--- config.mk ---
export PLATFORM = sky130hd
export DESIGN_NAME = serial_subtractor
export DESIGN_NICKNAME = d
export VERILOG_FILES = /design/src/rtl/serial_subtractor.sv
export SDC_FILE = /design/constraint.sdc
export NUM_CORES = 1
export LEC_CHECK = 0
export BUFFER_PORTS_ARGS = -buffer_cell sky130_fd_sc_hd__buf_2
export CORE_MARGIN = 4
export CORE_UTILIZATION = 30
export DETAILED_ROUTE_END_ITERATION = 16
export GPL_TIMING_DRIVEN = 0
export PLACE_DENSITY = 0.58
export SLEW_MARGIN = 5
export SYNTH_ARGS = -nofsm -noshare
export SYNTH_HDL_FRONTEND = slang
export SYNTH_SLANG_ARGS = --single-unit
--- constraint.sdc ---
create_clock -name clk_in -period 1.95 [get_ports clk_in]
set_input_delay 0.2925 -clock clk_in [delete_from_list [all_inputs] [get_ports clk_in]]
set_output_delay 0.2925 -clock clk_in [all_outputs]
set_load 0.02 [all_outputs]
--- src/rtl/serial_subtractor.sv ---
// Bit-serial LSB-first subtractor: diff = a - b computed one bit per clock through
// a half-subtractor cell and a registered borrow, with valid/ready on both sides.
module serial_subtractor #(
    parameter int unsigned WIDTH = 8
) (
    input  logic             clk_in,
    input  logic             rst_n_in,
    input  logic             valid_in,
    output logic             ready_out,
    input  logic [WIDTH-1:0] a_in,
    input  logic [WIDTH-1:0] b_in,
    output logic             valid_out,
    input  logic             ready_in,
    output logic [WIDTH-1:0] diff_out,
    output logic             borrow_out,
    output logic             busy_out
);

    localparam int unsigned CNT_W = $clog2(WIDTH + 1);

    localparam logic [1:0] S_IDLE = 2'd0;
    localparam logic [1:0] S_RUN  = 2'd1;
    localparam logic [1:0] S_DONE = 2'd2;

    localparam logic [CNT_W-1:0] LAST_BIT = CNT_W'(WIDTH - 1);

    logic [1:0]       state_q,  state_d;
    logic [WIDTH-1:0] a_q,      a_d;
    logic [WIDTH-1:0] b_q,      b_d;
    logic [WIDTH-1:0] res_q,    res_d;
    logic             br_q,     br_d;
    logic [CNT_W-1:0] cnt_q,    cnt_d;
    logic [WIDTH-1:0] diff_q,   diff_d;
    logic             borrow_q, borrow_d;
    logic             ready_q,  ready_d;
    logic             valid_q,  valid_d;
    logic             busy_q,   busy_d;

    logic hs_diff;
    logic hs_borrow;
    logic diff_bit;
    logic br_next;

    // Half-subtractor on the current LSBs, then fold in the registered borrow
    always_comb begin
        hs_diff   = a_q[0] ^ b_q[0];
        hs_borrow = ~a_q[0] & b_q[0];
        diff_bit  = hs_diff ^ br_q;
        br_next   = hs_borrow | (~hs_diff & br_q);
    end

    always_comb begin
        state_d  = state_q;
        a_d      = a_q;
        b_d      = b_q;
        res_d    = res_q;
        br_d     = br_q;
        cnt_d    = cnt_q;
        diff_d   = diff_q;
        borrow_d = borrow_q;

        case (state_q)
            S_IDLE: begin
                if (valid_in && ready_q) begin
                    a_d     = a_in;
                    b_d     = b_in;
                    br_d    = 1'b0;
                    cnt_d   = '0;
                    state_d = S_RUN;
                end
            end
            S_RUN: begin
                a_d   = a_q >> 1;
                b_d   = b_q >> 1;
                res_d = (res_q >> 1) | (WIDTH'(diff_bit) << (WIDTH - 1));
                br_d  = br_next;
                cnt_d = cnt_q + CNT_W'(1);
                if (cnt_q == LAST_BIT) begin
                    diff_d   = res_d;
                    borrow_d = br_next;
                    state_d  = S_DONE;
                end
            end
            S_DONE: begin
                if (valid_q && ready_in) begin
                    state_d = S_IDLE;
                end
            end
            default: begin
                state_d = S_IDLE;
            end
        endcase

        // Handshake flags track the upcoming state so they are registered, not decoded
        ready_d = (state_d == S_IDLE);
        valid_d = (state_d == S_DONE);
        busy_d  = (state_d == S_RUN);
    end

    always_ff @(posedge clk_in or negedge rst_n_in) begin
        if (!rst_n_in) begin
            state_q  <= S_IDLE;
            a_q      <= '0;
            b_q      <= '0;
            res_q    <= '0;
            br_q     <= 1'b0;
            cnt_q    <= '0;
            diff_q   <= '0;
            borrow_q <= 1'b0;
            ready_q  <= 1'b1;
            valid_q  <= 1'b0;
            busy_q   <= 1'b0;
        end else begin
            state_q  <= state_d;
            a_q      <= a_d;
            b_q      <= b_d;
            res_q    <= res_d;
            br_q     <= br_d;
            cnt_q    <= cnt_d;
            diff_q   <= diff_d;
            borrow_q <= borrow_d;
            ready_q  <= ready_d;
            valid_q  <= valid_d;
            busy_q   <= busy_d;
        end
    end

    assign ready_out  = ready_q;
    assign valid_out  = valid_q;
    assign busy_out   = busy_q;
    assign diff_out   = diff_q;
    assign borrow_out = borrow_q;

endmodule

# Yosys cells after proc, flatten, opt, wreduce, memory -nomap -nowiden
# Cells that the tools add are included.
[word_totals]
regBits = 43
input_bits = 20
output_inout_bits = 12
word_cells = 45
[classes]
n_addsub = 1
reduce_logical = 7
eq_ne = 6
n_bitwise = 8
mux = 12
[op_table]
columns = ["op", "n"]
rows = [
  ["8-bit case mux with 2 select lines", 2],
  ["8-bit 2-to-1 mux", 2],
  ["7-bit by 8-bit OR with 8-bit output", 1],
  ["4-bit case mux with 2 select lines", 1],
  ["2-bit 2-to-1 mux", 3],
  ["2-bit case mux with 3 select lines", 1],
  ["4-bit by 1-bit adder with 4-bit output (second input constant)", 1],
  ["2-bit by 1-bit equality test with 1-bit output (second input constant)", 2],
  ["2-bit equality test (second input constant)", 2],
  ["4-bit by 3-bit equality test with 1-bit output (second input constant)", 1],
  ["2-bit zero test", 2],
  ["4-bit 2-to-1 mux", 1],
  ["2-bit AND reduction", 2],
  ["1-bit AND", 2],
  ["1-bit logical AND", 2],
  ["2-bit inequality test (second input constant)", 1],
  ["1-bit inverter", 2],
  ["1-bit case mux with 2 select lines", 1],
  ["2-bit nonzero test", 1],
  ["1-bit XOR", 2],
  ["1-bit 2-to-1 mux", 1],
  ["1-bit OR", 1],
]

# Logic depth before layout (Yosys ltp)
# Gate-level depths: netlist (run 1).
[logic_depth]
word_depth = 5
mapped_depth = 5
ltp_nobuf = 4

# Worst setup path after synthesis (run 1)
# OpenSTA, ideal clock, no wires.
[synth_path]
kind = "reg2reg"
start = "register ready_q, in the netlist ready_out"
end = "register cnt_q[3]"
setup_slack_ps = 459
t_arrival_ps = 1365
path_stages_with_launch = 6
required_ps = 1824
synth_period_minus_slack_ps = 1491
n_path_buf = 2
setup_time_ps = 126
path_cell_list = "dfstp_2 and2_1 buf_4 o21bai_4 buf_6 a221o_1"
[synth_between]
elab_chain_len = 3
[synth_rtl]
columns = ["element", "line_no", "source"]
rows = [
  ["start, declared", "35", "logic ready_q, ready_d;"],
  ["start signal, assigned", "122", "ready_q <= ready_d;"],
  ["1-bit logical AND", "64", "if (valid_in && ready_q) begin"],
  ["2-bit inequality test (no line)", "--", ""],
  ["2-bit AND reduction (no line)", "--", ""],
  ["end signal, assigned", "119", "cnt_q <= cnt_d;"],
  ["end, declared", "32", "logic [CNT_W-1:0] cnt_q, cnt_d;"],
]
# Every way passes these cells.
# A chain may end at the register's enable or synchronous reset.

# Worst setup path after layout (run 1)
[layout_path]
start = "register cnt_q[0]"
end = "register diff_q[5], in the netlist diff_out[5]"
[layout_between]
elab_chain_len = 2
[layout_rtl]
columns = ["element", "line_no", "source"]
rows = [
  ["4-bit by 3-bit equality test with 1-bit output", "78", "if (cnt_q == LAST_BIT) begin"],
  ["2-bit AND reduction (no line)", "--", ""],
  ["end signal, assigned", "120", "diff_q <= diff_d;"],
  ["end, declared", "33", "logic [WIDTH-1:0] diff_q, diff_d;"],
]
# Every way passes these cells.

==> results of run 1 <==
==> power breakdown <==
part	internal (mW)	total, mW	switching [mW]
combinational	0.728	1.57	0.837
sequential	1.25	1.46	0.211
clock	0.546	0.851	0.305
==> routing by layer <==
metal	vias to the layer above	GRT usage, %	part of all wire, %
met1	628	16.7	51
li1	619	-	-
met3	4	3.03	6.2
met5	-	0	0
met2	31	14.1	42
met4	0	3.35	0.90
==> placed cells by master (no fill, tap or decap) <==
cell type / Yosys / layout
dfrtp_1: 41 / 41
buf_2: 5 / 36
mux2_2: 17 / 17
o2bb2ai_1: 15 / 15
nor2b_1: 14 / 14
a22oi_1: 14 / 14
clkbuf_8: 0 / 6
clkbuf_1: 3 / 3
buf_4: 3 / 3
a21oi_1: 3 / 3
nor2_1: 3 / 3
inv_1: 3 / 3
nand2_1: 3 / 3
o21ai_0: 3 / 3
a21o_1: 2 / 2
and2_1: 2 / 2
and4b_1: 2 / 2
a22o_1: 2 / 2
bufinv_16: 0 / 2
nand2b_4: 1 / 1
nand3b_1: 1 / 1
nor2_4: 1 / 1
mux2i_1: 1 / 1
o21bai_4: 1 / 1
buf_6: 1 / 1
a21boi_0: 1 / 1
nand3_1: 1 / 1
nor3_1: 1 / 1
a221o_1: 1 / 1
o31ai_1: 1 / 1
fa_1: 1 / 1
ha_1: 1 / 1
dfstp_2: 1 / 1
==> worst reg2reg max path: stages, from the launching register on <==
cell and delay (ns):
dfrtp_1 0.38, ha_1 0.19, nand3b_1 0.20, nor2_4 0.31
mux2_2 0.37
==> flip-flops by register name (all words and copies together) (netlist names) <==
signal,flops
res_q,7
cnt_q,4
b_q,8
borrow_out,1
ready_out,1
diff_out,8
br_q,1
state_q,2
busy_out,1
a_q,8
valid_out,1
==> cell families (layout without fill, tap and decap cells) <==
group / after synthesis / after routing / synth area share (%)
DFF: 42 / 42 / 55.5
buffers and inverters: 15 / 54 / 4.29
and+or+nand+nor: 29 / 29 / 9.77
AOI/OAI and AO/OA: 43 / 43 / 18.1
muxes: 18 / 18 / 10.6
adders and majority gates: 2 / 2 / 1.72
==> layout make-up <==
type / count / area, um^2
Fill cell: 604 / 3740
Sequential cell: 42 / 1050
Multi-Input combinational cell: 92 / 762
Timing Repair Buffer: 31 / 155
Tap cell: 75 / 93.8
Clock buffer: 6 / 82.6
Buffer: 12 / 70.1
Clock inverter: 2 / 60.1
Inverter: 3 / 11.3
==> worst max path at each step <==
stage | to | slack (ns) | cells after the start
after floorplan | cnt_q[3] | 0.46 | 5
after global placement | diff_out[5] | 0.36 | 4
after detailed placement | diff_out[3] | 0.37 | 4
after CTS | diff_out[5] | 0.35 | 4
after global routing | diff_out[3] | 0.24 | 4
final | diff_out[5] | 0.37 | 4
==> metrics by stage <==
| step | power [mW] | hold WS, ns | area [um^2] | instances | utilization (%) |
|---|---|---|---|---|---|
| final | 3.88 | 0.133 | 2290 | 263 | 38.0 |
| after global routing | 4.18 | 0.213 | 2290 | 263 | 38.0 |
| after CTS | 3.93 | 0.170 | 2290 | 263 | 38.0 |
| after detailed placement | 3.06 | 0.474 | 2140 | 255 | 35.6 |
| after global placement | 3.04 | 0.473 | 2140 | 255 | 35.6 |
| after floorplan | 2.63 | -0.00309 | 1900 | 149 | - |
==> impl_metrics.tcl, run 1 <==
set metrics [dict create \
    first_global_vias 1307 \
    root_buffer "clkbuf_8" \
    num_vias 1282 \
    io_buffer_count 31 \
    nets 209 \
    ir_drop_mv 0.755 \
    cts_resized 0 \
    hold_viol 0 \
    setup_viol 0 \
    reg2reg_from "cnt_q[0]" \
    seq_area_frac_synth_pct 55.5 \
    post_cts_buffers 0 \
    cellLeakagePower_nw 1.04 \
    synth-seq-cells 42 \
    drv_cap 0 \
    ys.flop_type "dfrtp_1" \
    h-tree-depth 2 \
    outcome "completed" \
    ys_types 31 \
    grt_start_max_net_pins 43 \
    place_congestion 0.687 \
    tightest_slew_ns 0.933 \
    clock_skew_ns 0.0108 \
    drtIter0Drc 62 \
    clk_pin_slew_ns 0.08 \
    die_w_um 87.5 \
    track_usage_pct 10.8 \
    cts_buffers 5 \
    cp-end-kind "flop" \
    rrSetupSlack_ns 0.37 \
    critPathMaxStageDelay_ns 0.38 \
    ios 32 \
    p_per_area_nw_per_um2 1690 \
    clock_sinks 42 \
    rsz0062_at_grt "false" \
    cpMaxStageDelayCell "dfrtp_1" \
    start_kind "flop" \
    syn_area_um2 1900 \
    clock_latency_ns 0.29 \
    start_util_pct 31.5 \
    synth_area_leader_cell "dfrtp_1" \
    hold_class "in2async" \
    path_cells "ha_1, nand3b_1, nor2_4, mux2_2" \
    cp.arrival_ns 1.75 \
    cp.buffers_inverters 0 \
    ys_top_cells_by_count "dfrtp_1 (41), mux2_2 (17), o2bb2ai_1 (15)" \
    avgSynthCellArea_um2 12.7 \
    synth_area_leaders "dfrtp_1 (54%), mux2_2 (10%), o2bb2ai_1 (6.9%)" \
    fmax_mhz 635 \
    synthCells 149 \
    worst_r2r_endpoint "diff_out[5]" \
    die_h_um 87.5 \
    drc 0 \
    synth_edf_count 0 \
    clk_path_buf_depth 2 \
    area_delta_synth_final_pct 20.7 \
    dr.pass1.iters 4 \
    synth_top_area_share_pct 54.1 \
    synth_warnings 0 \
    critPathKind "reg2reg" \
    antenna_found_initial 0 \
    timing.final.crit_share_pct 80.8 \
    grt.overflow.total 0 \
    slew_headroom_pct 37.8 \
    ant_nets 0 \
    ys_async_sr_fraction_pct 100 \
    finalWirelength_mm 3.77 \
    worst-r2r-cell-count 4 \
    wire_per_inst_um 14.3 \
    cts_tree "built" \
    coreArea_um2 6030 \
    crit_family "simple AND/OR/NAND/NOR gates" \
    antennaDiodeCount 0 \
    grt_pass1_wl_mm 6.51 \
    vias_per_cell 4.87 \
    fin_setup_tns_ns 0 \
    dp_slack_ns 0.369 \
    path_max_fanout 10 \
    synth_nets 171 \
    crit_required_ns 2.12 \
    postCtsHoldBufs 0 \
    crit_path_start "cnt_q[0]" \
    drive_gt1_share_pct 36.7 \
    period_minus_slack_ns 1.58 \
    yosysMostFrequentCell "dfrtp_1" \
    setup_ws_ns 0.375 \
    rows 28 \
    die_area_um2 7650 \
    maxSlewViolCount 0 \
    dpl.hpwl_mm 2.55 \
]
Power figures use the tool's default switching activity.
==> run 2, diff against run 1 <==
--- a/config.mk
+++ b/config.mk
@@ -10,7 +10,7 @@
 export CORE_UTILIZATION = 30
 export DETAILED_ROUTE_END_ITERATION = 16
 export GPL_TIMING_DRIVEN = 0
-export PLACE_DENSITY = 0.58
+export PLACE_DENSITY = 0.6
 export SLEW_MARGIN = 5
 export SYNTH_ARGS = -nofsm -noshare
 export SYNTH_HDL_FRONTEND = slang
==> constraint.sdc (replaced) <==
create_clock -name clk_in -period 1.4 [get_ports clk_in]
set_input_delay 0.21 -clock clk_in [delete_from_list [all_inputs] [get_ports clk_in]]
set_output_delay 0.21 -clock clk_in [all_outputs]
set_load 0.02 [all_outputs]
==> impl_metrics.tcl, run 2 (synthesis gave the netlist of run 1 again) <==
set metrics [dict create \
    track_usage_pct 11.2 \
    place_area_um2 2150 \
    dr.pass1.iters 4 \
    h-tree-depth 2 \
    start_util_pct 31.5 \
    setup_ws_ns -0.0297 \
    rows 28 \
    clk_pin_slew_ns 0.08 \
    setup_viol 8 \
    fin_setup_tns_ns -0.212 \
    clock_sinks 42 \
    wire_per_inst_um 14.4 \
    dpl.hpwl_mm 2.56 \
    grt.overflow.total 0 \
    final_common_cell "dfrtp_1" \
    antennaDiodeCount 0 \
    ant_nets 0 \
    p_seq_share_pct 39.1 \
    die_area_um2 7650 \
    die_h_um 87.5 \
    fmax_mhz 699 \
    clock_skew_ns 0.00431 \
    rsz0062_at_grt "true" \
    holdWs_ns 0.0530 \
    drtIter0Drc 32 \
    root_buffer "clkbuf_8" \
    coreArea_um2 6030 \
    internal_power_mw 3.27 \
    violations "negative setup slack" \
    timing.final.crit_share_pct 102 \
    period_minus_slack_ns 1.43 \
    path_cells "ha_2, nand3b_1, nor2_4, buf_12, mux2_2" \
    crit_required_ns 1.57 \
    hold_class "in2async" \
    path_max_fanout 9 \
    antenna_found_initial 0 \
    clk_path_buf_depth 2 \
    final_cell_mix "dfrtp_1 (41), buf_2 (33), mux2_2 (17)" \
    p_comb_share_pct 45.6 \
    fin_util_pct 38.3 \
    critPathMaxStageDelay_ns 0.36 \
    power.switching_mw 1.87 \
    critPathKind "reg2reg" \
    cellLeakagePower_nw 1.05 \
    finalWirelength_mm 3.88 \
    swShare_pct 36.4 \
    postCtsHoldBufs 0 \
    ir_drop_mv 0.965 \
    clock_latency_ns 0.28 \
    stdcell_area_um2 2310 \
    grt_pass1_wl_mm 6.74 \
    cts_tree "built" \
    vias_per_cell 4.90 \
    cp-end-kind "flop" \
    start_kind "flop" \
    grt_start_max_net_pins 43 \
    num_vias 1317 \
    p_per_area_nw_per_um2 2230 \
    clockPowerShare_pct 15.4 \
    cpMaxStageDelayCell "dfrtp_1" \
    drv_cap 0 \
    cts_buffers 5 \
    ios 32 \
    cp.arrival_ns 1.60 \
    slew_headroom_pct 37.0 \
    outcome "complete, but fails checks" \
    drc 0 \
    hold_viol 0 \
    maxSlewViolCount 0 \
    dp_slack_ns -0.187 \
    first_global_vias 1422 \
    drive_gt1_share_pct 39.7 \
    place_congestion 0.749 \
    nets 215 \
    die_w_um 87.5 \
    area_delta_synth_final_pct 21.7 \
    io_buffer_count 31 \
    tightest_slew_ns 0.945 \
]
==> run 2: cell types whose count changed in the layout (fill, tap and decap cells not counted), sizes merged <==
cell,delta
clkbuf,+2
buf,+5
clkinv,+1
bufinv,-2
==> run 2: worst max-delay path: cells and delay by family (launching register included) <==
kind	cells	cell delay (ns)
adders and majority gates	1	0.19
DFF	1	0.36
and+or+nand+nor	2	0.30
muxes	1	0.33
buffers and inverters	1	0.13
==> run 2: final timing paths <==
check | start | endpoint | slack (ns) | cells past startpoint
worst max register to register | cnt_q[1] | diff_out[3] | -0.03 | 5
min in group clk_in | ready_in | valid_out | 0.31 | 3
worst min-delay path | rst_n_in | b_q[7] | 0.05 | 1
worst max-delay path | cnt_q[1] | diff_out[3] | -0.03 | 5
max in group asynchronous | rst_n_in | b_q[0] | 0.75 | 1
worst min register to register | br_q | br_q | 0.49 | 1
==> run 2: power by group through the flow <==
stage | Combinational [mW] | Sequential, mW | Clock (mW)
4_1_cts | 2.35 | 2.02 | 0.829
5_1_grt | 2.61 | 2.09 | 0.881
3_3_place_gp | 2.19 | 2.04 | 0
3_5_place_dp | 2.23 | 2.05 | 0
6_report | 2.34 | 2.01 | 0.790
2_1_floorplan | 1.50 | 2.18 | 0
==> run 2: layout make-up <==
type / count / area [um^2]
Fill cell: 635 / 3720
Sequential cell: 42 / 1050
Multi-Input combinational cell: 92 / 767
Timing Repair Buffer: 38 / 220
Tap cell: 75 / 93.8
Clock buffer: 7 / 86.3
Buffer: 11 / 71.3
Inverter: 3 / 11.3
Clock inverter: 1 / 5.00
==> run 2: per-stage QoR <==
| step | total power, mW | instances |
|---|---|---|
| after floorplan | 3.68 | 149 |
| after global placement | 4.23 | 255 |
| after detailed placement | 4.28 | 255 |
| after CTS | 5.19 | 268 |
| after global routing | 5.58 | 269 |
| final | 5.15 | 269 |
==> run 2: routing by layer <==
metal | GRT usage (%) | vias up | wire length [um]
li1 | - | 637 | -
met1 | 15.3 | 654 | 1800
met2 | 17.2 | 24 | 1820
met3 | 2.93 | 2 | 228
met4 | 3.77 | 0 | 29
met5 | 0 | - | 0
==> run 2: timing repair <==
action,4_1_cts,5_1_grt
endpoints found under the setup margin,13,16
pin swaps,1,2
buffers inserted,6,1
resized for setup,2,4
hold endpoints to repair,0,0
